==> src/rtl/pc_seq_pkg.sv <==
// Shared types and constants for the PC sequencer: FSM states, redirect kinds
// (ordered so a larger value means a higher-priority redirect) and the PC step.
package pc_seq_pkg;

  typedef enum logic [1:0] {IDLE, FETCH, ADVANCE, HOLD} state_e;

  typedef enum logic [1:0] {RD_NONE, RD_BRANCH, RD_JUMP, RD_EXC} redir_e;

  localparam logic [31:0] PC_INCR = 32'd4;

  function automatic logic [31:0] word_align(input logic [31:0] addr);
    return {addr[31:2], 2'b00};
  endfunction

endpackage

==> src/rtl/pc_sequencer_next_pc_sel.sv <==
// Combinational next-PC selection: resolves the live redirect, arbitrates it
// against a pending one (equal priority favours the live, newer target).
module next_pc_sel
  import pc_seq_pkg::*;
#(
  parameter logic [31:0] EXC_ADDR = 32'h0000_0080
) (
  input  logic [31:0] pc_i,
  input  logic        exception_i,
  input  logic        jump_i,
  input  logic [31:0] jump_target_i,
  input  logic        branch_taken_i,
  input  logic [31:0] branch_target_i,
  input  redir_e      pend_kind_i,
  input  logic [31:0] pend_target_i,
  input  logic        stall_i,
  output redir_e      live_kind_o,
  output logic [31:0] live_target_o,
  output logic [31:0] next_pc_o,
  output logic        load_en_o
);

  redir_e      live_kind;
  logic [31:0] live_target;
  redir_e      sel_kind;
  logic [31:0] sel_target;

  always_comb begin
    live_kind   = RD_NONE;
    live_target = '0;
    if (exception_i) begin
      live_kind   = RD_EXC;
      live_target = EXC_ADDR;
    end else if (jump_i) begin
      live_kind   = RD_JUMP;
      live_target = jump_target_i;
    end else if (branch_taken_i) begin
      live_kind   = RD_BRANCH;
      live_target = branch_target_i;
    end
    live_target = word_align(live_target);

    if (live_kind != RD_NONE && live_kind >= pend_kind_i) begin
      sel_kind   = live_kind;
      sel_target = live_target;
    end else begin
      sel_kind   = pend_kind_i;
      sel_target = pend_target_i;
    end

    // Any redirect beats stall; otherwise stall holds and no-stall steps by 4.
    load_en_o     = (sel_kind != RD_NONE) || !stall_i;
    next_pc_o     = (sel_kind != RD_NONE) ? sel_target : pc_i + PC_INCR;
    live_kind_o   = live_kind;
    live_target_o = live_target;
  end

endmodule

==> src/rtl/pc_sequencer.sv <==
// Fetch FSM owning the PC, the pending-redirect register and (with
// PC_EXC_VECTOR_EN defined) the exception vector and epc capture.
module pc_sequencer
  import pc_seq_pkg::*;
#(
  parameter logic [31:0] RESET_ADDR = 32'h0000_0000,
  parameter logic [31:0] EXC_ADDR   = 32'h0000_0080
) (
  input  logic        clock_i,
  input  logic        reset_i,
  input  logic        stall_i,
  input  logic        branch_taken_i,
  input  logic [31:0] branch_target_i,
  input  logic        jump_i,
  input  logic [31:0] jump_target_i,
`ifdef PC_EXC_VECTOR_EN
  input  logic        exception_i,
  output logic [31:0] epc_o,
`endif
  input  logic        fetch_ack_i,
  output logic [31:0] inst_address_o,
  output logic        fetch_req_o,
  output logic        inst_valid_o
);

  state_e      state_q;
  logic [31:0] pc_q;
  logic        fetch_req_q;
  logic        inst_valid_q;
  redir_e      pend_kind_q, pend_kind_d;
  logic [31:0] pend_tgt_q, pend_tgt_d;
  logic        exc_live;
  redir_e      live_kind;
  logic [31:0] live_target;
  logic [31:0] next_pc;
  logic        load_en;

`ifdef PC_EXC_VECTOR_EN
  logic [31:0] epc_q;
  assign exc_live = exception_i;
  assign epc_o    = epc_q;
`else
  assign exc_live = 1'b0;
`endif

  next_pc_sel #(.EXC_ADDR(EXC_ADDR)) u_sel (
    .pc_i           (pc_q),
    .exception_i    (exc_live),
    .jump_i         (jump_i),
    .jump_target_i  (jump_target_i),
    .branch_taken_i (branch_taken_i),
    .branch_target_i(branch_target_i),
    .pend_kind_i    (pend_kind_q),
    .pend_target_i  (pend_tgt_q),
    .stall_i        (stall_i),
    .live_kind_o    (live_kind),
    .live_target_o  (live_target),
    .next_pc_o      (next_pc),
    .load_en_o      (load_en)
  );

  // Redirects seen during FETCH are parked; the stronger (or newer equal) one wins.
  always_comb begin
    pend_kind_d = pend_kind_q;
    pend_tgt_d  = pend_tgt_q;
    if (state_q == FETCH && live_kind != RD_NONE && live_kind >= pend_kind_q) begin
      pend_kind_d = live_kind;
      pend_tgt_d  = live_target;
    end
  end

  always_ff @(posedge clock_i) begin
    if (reset_i) begin
      state_q      <= IDLE;
      pc_q         <= RESET_ADDR;
      fetch_req_q  <= 1'b0;
      inst_valid_q <= 1'b0;
      pend_kind_q  <= RD_NONE;
      pend_tgt_q   <= '0;
`ifdef PC_EXC_VECTOR_EN
      epc_q        <= '0;
`endif
    end else begin
      case (state_q)
        IDLE: begin
          state_q     <= FETCH;
          fetch_req_q <= 1'b1;
        end
        FETCH: begin
          pend_kind_q <= pend_kind_d;
          pend_tgt_q  <= pend_tgt_d;
          if (fetch_ack_i) begin
            state_q      <= ADVANCE;
            fetch_req_q  <= 1'b0;
            inst_valid_q <= (pend_kind_d == RD_NONE);
          end
        end
        ADVANCE, HOLD: begin
          inst_valid_q <= 1'b0;
          pend_kind_q  <= RD_NONE;
          if (load_en) begin
            state_q     <= FETCH;
            pc_q        <= next_pc;
            fetch_req_q <= 1'b1;
`ifdef PC_EXC_VECTOR_EN
            if (live_kind == RD_EXC || pend_kind_q == RD_EXC) epc_q <= pc_q;
`endif
          end else begin
            state_q <= HOLD;
          end
        end
        default: state_q <= IDLE;
      endcase
    end
  end

  assign inst_address_o = pc_q;
  assign fetch_req_o    = fetch_req_q;
  assign inst_valid_o   = inst_valid_q;

endmodule

==> config.mk <==
export PLATFORM = sky130hd
export DESIGN_NAME = pc_sequencer
export DESIGN_NICKNAME = d
export VERILOG_FILES = /design/src/rtl/pc_seq_pkg.sv /design/src/rtl/pc_sequencer_next_pc_sel.sv /design/src/rtl/pc_sequencer.sv
export SDC_FILE = /design/constraint.sdc
export NUM_CORES = 1
export LEC_CHECK = 0
export ABC_AREA = 1
export BUFFER_PORTS_ARGS = -buffer_cell sky130_fd_sc_hd__buf_2
export CORE_ASPECT_RATIO = 0.9
export CORE_MARGIN = 2
export CORE_UTILIZATION = 45
export CTS_CLUSTER_SIZE = 24
export DETAILED_ROUTE_END_ITERATION = 10
export GPL_TIMING_DRIVEN = 0
export PLACE_DENSITY = 0.8
export REMOVE_ABC_BUFFERS = 1
export SETUP_SLACK_MARGIN = 0.15
export SLEW_MARGIN = 15
export SYNTH_ARGS = -nofsm -noshare
export SYNTH_HDL_FRONTEND = slang
export SYNTH_SLANG_ARGS = --single-unit
==> constraint.sdc <==
create_clock -name clock_i -period 1.8 [get_ports clock_i]
set_input_delay 0.09 -clock clock_i [delete_from_list [all_inputs] [get_ports clock_i]]
set_output_delay 0.09 -clock clock_i [all_outputs]
set_load 0.01 [all_outputs]
* Word-level counts from Yosys, hierarchy flattened *
Cells that the tools add are included.

word-level totals
  register bits = 68
  latch bits = 0
  bits in writable memories = 0
  bits in read-only memories = 0
  input bits = 70
  output and inout port bits = 34
  word-level logic and storage cells = 45
  memories = 0

operators by class
  add/sub/neg operators = 1
  $mul = 0
  div/mod/pow operators = 0
  $lt $le $gt $ge = 1
  equality and inequality tests = 5
  shifts and indexed selects = 0
  mux-type cells = 17
  bitwise logic cells = 0
  reduce and logical (&&, ||, !) cells = 15

operators by type and width
  operator                                                         count
  32-bit two-way mux                                               4
  32-bit by 3-bit adder with 32-bit output, second input constant  1
  2-bit two-way mux                                                5
  2-bit AND reduction                                              4
  2-bit one-hot mux with 3 select lines                            1
  2-bit nonzero test                                               3
  2-bit == test, second input constant                             2
  2-bit zero test                                                  2
  1-bit two-way mux                                                4
  2-bit != test, second input constant                             2
  2-bit one-hot mux with 2 select lines                            1
  1-bit logical AND                                                3
  1-bit one-hot mux with 3 select lines                            1
  2-bit by 1-bit == test with 1-bit output, second input constant  1
  2-bit greater-or-equal comparator                                1
  1-bit one-hot mux with 2 select lines                            1
  2-bit OR reduction                                               1
  1-bit zero test                                                  1
  1-bit logical OR                                                 1

* Logic depth before layout (Yosys ltp) *
  word-level depth = 9
  mapped depth = 17
  depth with buffers taken out = 15

* Cells and area by module *
From an unflattened synthesis, not the netlist that was laid out.

unflattened totals
  cell total of the unflattened synthesis = 802
  area total of the unflattened synthesis = 4624.4 um2

by module, submodules not included
  module        instances  cells each  area each (um2)  sequential area each (um2)
  pc_sequencer  1          323         2549.9           1401.3
  next_pc_sel   1          479         2074.5           0.0

* Worst setup path before layout *
Ideal clock, no wire load.

  kind = input to register
  start point = input port branch_taken_i
  end point = register pc_q[10], in the netlist inst_address_o[10]
  library setup time = 0.114 ns
  arrival time = 1.910 ns
  required time = 1.686 ns
  setup slack = -0.224 ns
  cell stages on the path = 15
  path buffers = 3
  cells stage by stage = inv_1 > nor2_1 > buf_2 > inv_1 > ha_1 > nand2_1 > nand3_2 > nand2_2 > nand2_4 > nand3_1 > nand2_1 > buf_4 > buf_6 > o21ai_1 > nand2_1

on the way
  word-level cells in the longest chain between the ends = 8
  elaborated cells between the ends (all ways) = 13
  classes of those cells = 1 x order compare; 7 x mux; 5 x reduce/logical

ends and longest elaborated chain
  item                                                                     RTL line                                                        text
  from (decl)                                                              pc_sequencer.sv:12                                              input logic branch_taken_i,
  1-bit two-way mux                                                        pc_sequencer_next_pc_sel.sv:37                                  end else if (branch_taken_i) begin
  2-bit two-way mux                                                        pc_sequencer_next_pc_sel.sv:34                                  end else if (jump_i) begin
  2-bit greater-or-equal comparator or 2-bit nonzero test (tied branches)  pc_sequencer_next_pc_sel.sv:43                                  if (live_kind != RD_NONE && live_kind >= pend_kind_i) begin
  1-bit logical AND                                                        pc_sequencer_next_pc_sel.sv:43
  2-bit two-way mux                                                        pc_sequencer_next_pc_sel.sv:43
  2-bit nonzero test                                                       pc_sequencer_next_pc_sel.sv:52, pc_sequencer_next_pc_sel.sv:53
  1-bit logical OR                                                         pc_sequencer_next_pc_sel.sv:52                                  load_en_o = (sel_kind != RD_NONE) || !stall_i;
  2-bit AND reduction (no line)                                            --
  to (signal assigned)                                                     pc_sequencer.sv:103                                             pc_q <= next_pc;
  to (decl)                                                                pc_sequencer.sv:27                                              logic [31:0] pc_q;

Several ways; a longest one is shown, not always the timed one.
A chain may end at the register's enable or synchronous reset.

* Final worst setup path *
  start point = register pend_kind_q[1]
  end point = register pc_q[15], in the netlist inst_address_o[15]

on the way
  word-level cells in the longest chain between the ends = 6
  elaborated cells between the ends (all ways) = 8
  classes of those cells = 1 x order compare; 3 x mux; 4 x reduce/logical

ends and longest elaborated chain
  item                               RTL line                                                        text
  from (decl)                        pc_sequencer.sv:30                                              redir_e pend_kind_q, pend_kind_d;
  from (signal assigned)             pc_sequencer.sv:90                                              pend_kind_q <= pend_kind_d;
  2-bit greater-or-equal comparator  pc_sequencer_next_pc_sel.sv:43
  1-bit logical AND                  pc_sequencer_next_pc_sel.sv:43
  2-bit two-way mux                  pc_sequencer_next_pc_sel.sv:43
  2-bit nonzero test                 pc_sequencer_next_pc_sel.sv:52, pc_sequencer_next_pc_sel.sv:53
  1-bit logical OR                   pc_sequencer_next_pc_sel.sv:52
  2-bit AND reduction (no line)      --

Several ways; a longest one is shown, not always the timed one.

==> out/metrics.yaml <==
worst_setup_path:
  r2r_cells: 13
  crit_path_end_kind: "flop"
  reg2reg_to: "inst_address_o[15]"
  rrSetupSlack_ns: -0.25
  worstPathArrival_ns: 2.29
  worstSetupPathType: "flop to flop"
  critPathMaxStageDelay_ns: 0.36
  path_cells: "inv_4 > ha_4 > inv_4 > nand2_2 > nand3_4 > a21oi_4 > buf_6 > buf_12 > nand2_8 > inv_6 > nand2_1 > nand3_1 > nand2_1"
  start_kind: "flop"
  cp_max_fo: 7
  r2r_start: "pend_kind_q[1]"
  crit_path_top_delay_cell: "dfxtp_2"
  crit_start: "pend_kind_q[1]"
  endpoint: "inst_address_o[15]"
  required_ns: 2.04
power:
  p_per_area_mw_per_mm2: 744
  ir_worst_vdd_mv: 0.313
  p_leak_nw: 2.55
layout:
  fin_util: 0.638
  fillCellCount: 773
  drive_gt1_frac: 0.279
  syn2layout_area_growth_pct: 38.3
  diodes: 0
  nets: 894
  design_area_mm2: 0.00580
timing:
  finalMaxSlewViolations: 0
  fin_worst_skew_ns: 0.00758
  hold_viol: 0
  holdWs_ns: 0.0193
  fmax_mhz: 489
  fin_crit_ns: 2.05
  slew_headroom: 0.373
  setup_ws_ns: -0.247
  fin_crit_sh: 1.14
  tightestPinTransition_ns: 0.941
  rsz0062_at_grt: "true"
  setup_viol: 65
cts:
  cts.clk_slew.worst_paths_ns: 0.08
  cts_num_sinks: 66
  cts_tree: "done"
  htree_levels: 3
  cts_buffers: 9
  clockRootBuffer: "clkbuf_8"
  clock_path_buffers: 2
  clock_latency_ns: 0.35
global_route:
  antenna_found_initial: 0
  grt_pass1_vias: 4738
  grt_usage: 0.298
  grt_overflow: 0
  grt_pass1_wl_um: 23800
  grt_max_degree: 43
detailed_routing:
  viasPerCell: 5.54
  final_antenna_net_count: 0
  wl_um: 15400
  firstDrtPassIters: 8
  wl_per_cell_um: 16.3
  via_count: 5243
  drt-initial-drc-count: 763
  route.detailed.drc: 0
placement:
  placed_area_mm2: 0.00472
  port_buffers: 97
  dp_hpwl_um: 7930
  gp_congestion: 0.904
logic_synthesis:
  async_reset_ff_frac: 0
  syn_inst: 698
  synth_area_leader_cell: "dfxtp_1"
  synth_cell_types: 35
  syn_area_mm2: 0.00419
  synth_edf_count: 0
  synth_top_area_frac: 0.315
  ys.flop_type: "dfxtp_1"
  avgSynthCellArea_um2: 6.01
  yosysMostFrequentCell: "nand2_1"
  ys_top_cells_by_area: "dfxtp_1 32%, nand2_1 24%, nor2_1 9.9%, nand3_1 4.1%, inv_1 3.9%"
  ys_warn_count: 0
  synthTopCellsByCount: "267 x nand2_1, 110 x nor2_1, 66 x dfxtp_1"
  synth-seq-area-share: 0.315
  synth_seq_cells: 66
die:
  start_util: 0.461
  die_h_um: 95.6
  pin_count: 104
  die-area_mm2: 0.0101
  rows: 33
  fp.coreArea_mm2: 0.00908
  die_w_um: 106
run_status:
  violations: "negative setup slack"
  status: "finished with violations"
flow_run:
  max_cap_viol_count: 0
min_path:
  worstHoldPathType: "primary input to flop"
[worst min-delay path by stage]
stage | slack [ns] | startpoint | depth (start not counted) | end
after CTS | 0.03 | fetch_ack_i | 4 | fetch_req_o
final | 0.02 | fetch_ack_i | 4 | fetch_req_o
after global placement | 0.39 | fetch_ack_i | 4 | fetch_req_o
after global routing | 0.06 | fetch_ack_i | 4 | fetch_req_o
after detailed placement | 0.40 | fetch_ack_i | 4 | fetch_req_o
after floorplan | 0.16 | reset_i | 1 | fetch_req_o
[worst max-delay path, delay by kind of cell (launching register included)]
kind                     cells  cell delay [ns]
AND/OR/NAND/NOR              6             0.56
adder cells (fa/ha/maj)      1             0.27
flip-flops                   1             0.36
AO/OA/AOI/OAI                1             0.24
buffers and inverters        5             0.50
[metrics by stage]
step	setup TNS, ns	setup WS [ns]	instances	total power, mW
floorplan	-119.28	-2.35	662	2.24
global placement	-249.50	-4.60	881	2.53
detailed placement	-117.37	-2.40	883	2.57
CTS	-3.95	-0.102	939	4.16
global route	-13.68	-0.300	947	4.50
finish	-9.34	-0.247	947	4.31
[power by group]
group | internal [mW] | total (mW) | switching [mW]
Clock | 0.637 | 1.28 | 0.643
Combinational | 0.555 | 1.34 | 0.786
Sequential | 1.57 | 1.69 | 0.116
[cell usage in the layout (no fill, tap or decap), drive strengths merged, types with 4 or more instances in the layout]
cell | synthesis | routed
clkbuf | 18 | 11
xor2 | 7 | 7
nand2 | 270 | 276
o21ai | 28 | 28
a21oi | 25 | 25
buf | 19 | 136
a22oi | 20 | 20
nand3 | 35 | 35
a22o | 9 | 9
dfxtp | 66 | 66
inv | 46 | 47
clkinv | 1 | 6
a211oi | 20 | 20
nand4 | 4 | 4
nor2 | 114 | 115
ha | 4 | 4
[what timing repair did]
item | 4_1_cts | 5_1_grt
gates resized for setup | 73 | 32
endpoints found under the setup margin | 65 | 65
hold buffers | 0 | 0
gates cloned | 10 | 2
pin swaps | 30 | 15
setup buffers | 30 | 6
[state kept, by name, summed over array words and instances (netlist names)]
signal / flops
inst_address_o: 30
pend_kind_q: 2
fetch_req_o: 1
pend_tgt_q: 30
state_q: 2
inst_valid_o: 1
[logic make-up after synthesis]
group,Yosys count,share of synthesized area
AND/OR/NAND/NOR,428,0.407
AO/OA/AOI/OAI,105,0.160
buffers and inverters,84,0.0842
flip-flops,66,0.315
XOR/XNOR,10,0.0209
adder cells (fa/ha/maj),4,0.0119
other,1,0.000895
[metal layers]
layer  vias to the layer above  GRT usage  wire length [µm]
met5                         -          0                 0
met4                         0      0.164               942
met2                       375      0.480              6810
met1                      2270      0.377              6070
li1                       2495          -                 -
met3                       103     0.0602              1580
[area by class of cell]
| type | instances | area, µm² | area share |
|---|---|---|---|
| multi-input combinational | 556 | 2890 | 0.499 |
| sequential | 66 | 1330 | 0.229 |
| timing repair buffer | 138 | 1000 | 0.173 |
| inverter | 47 | 211 | 0.0365 |
| tap | 122 | 153 | 0.0263 |
| clock buffer | 9 | 124 | 0.0214 |
| clock inverter | 7 | 70.1 | 0.0121 |
| timing repair inverter | 2 | 17.5 | 0.00302 |
(Power assumes the default switching activity.)
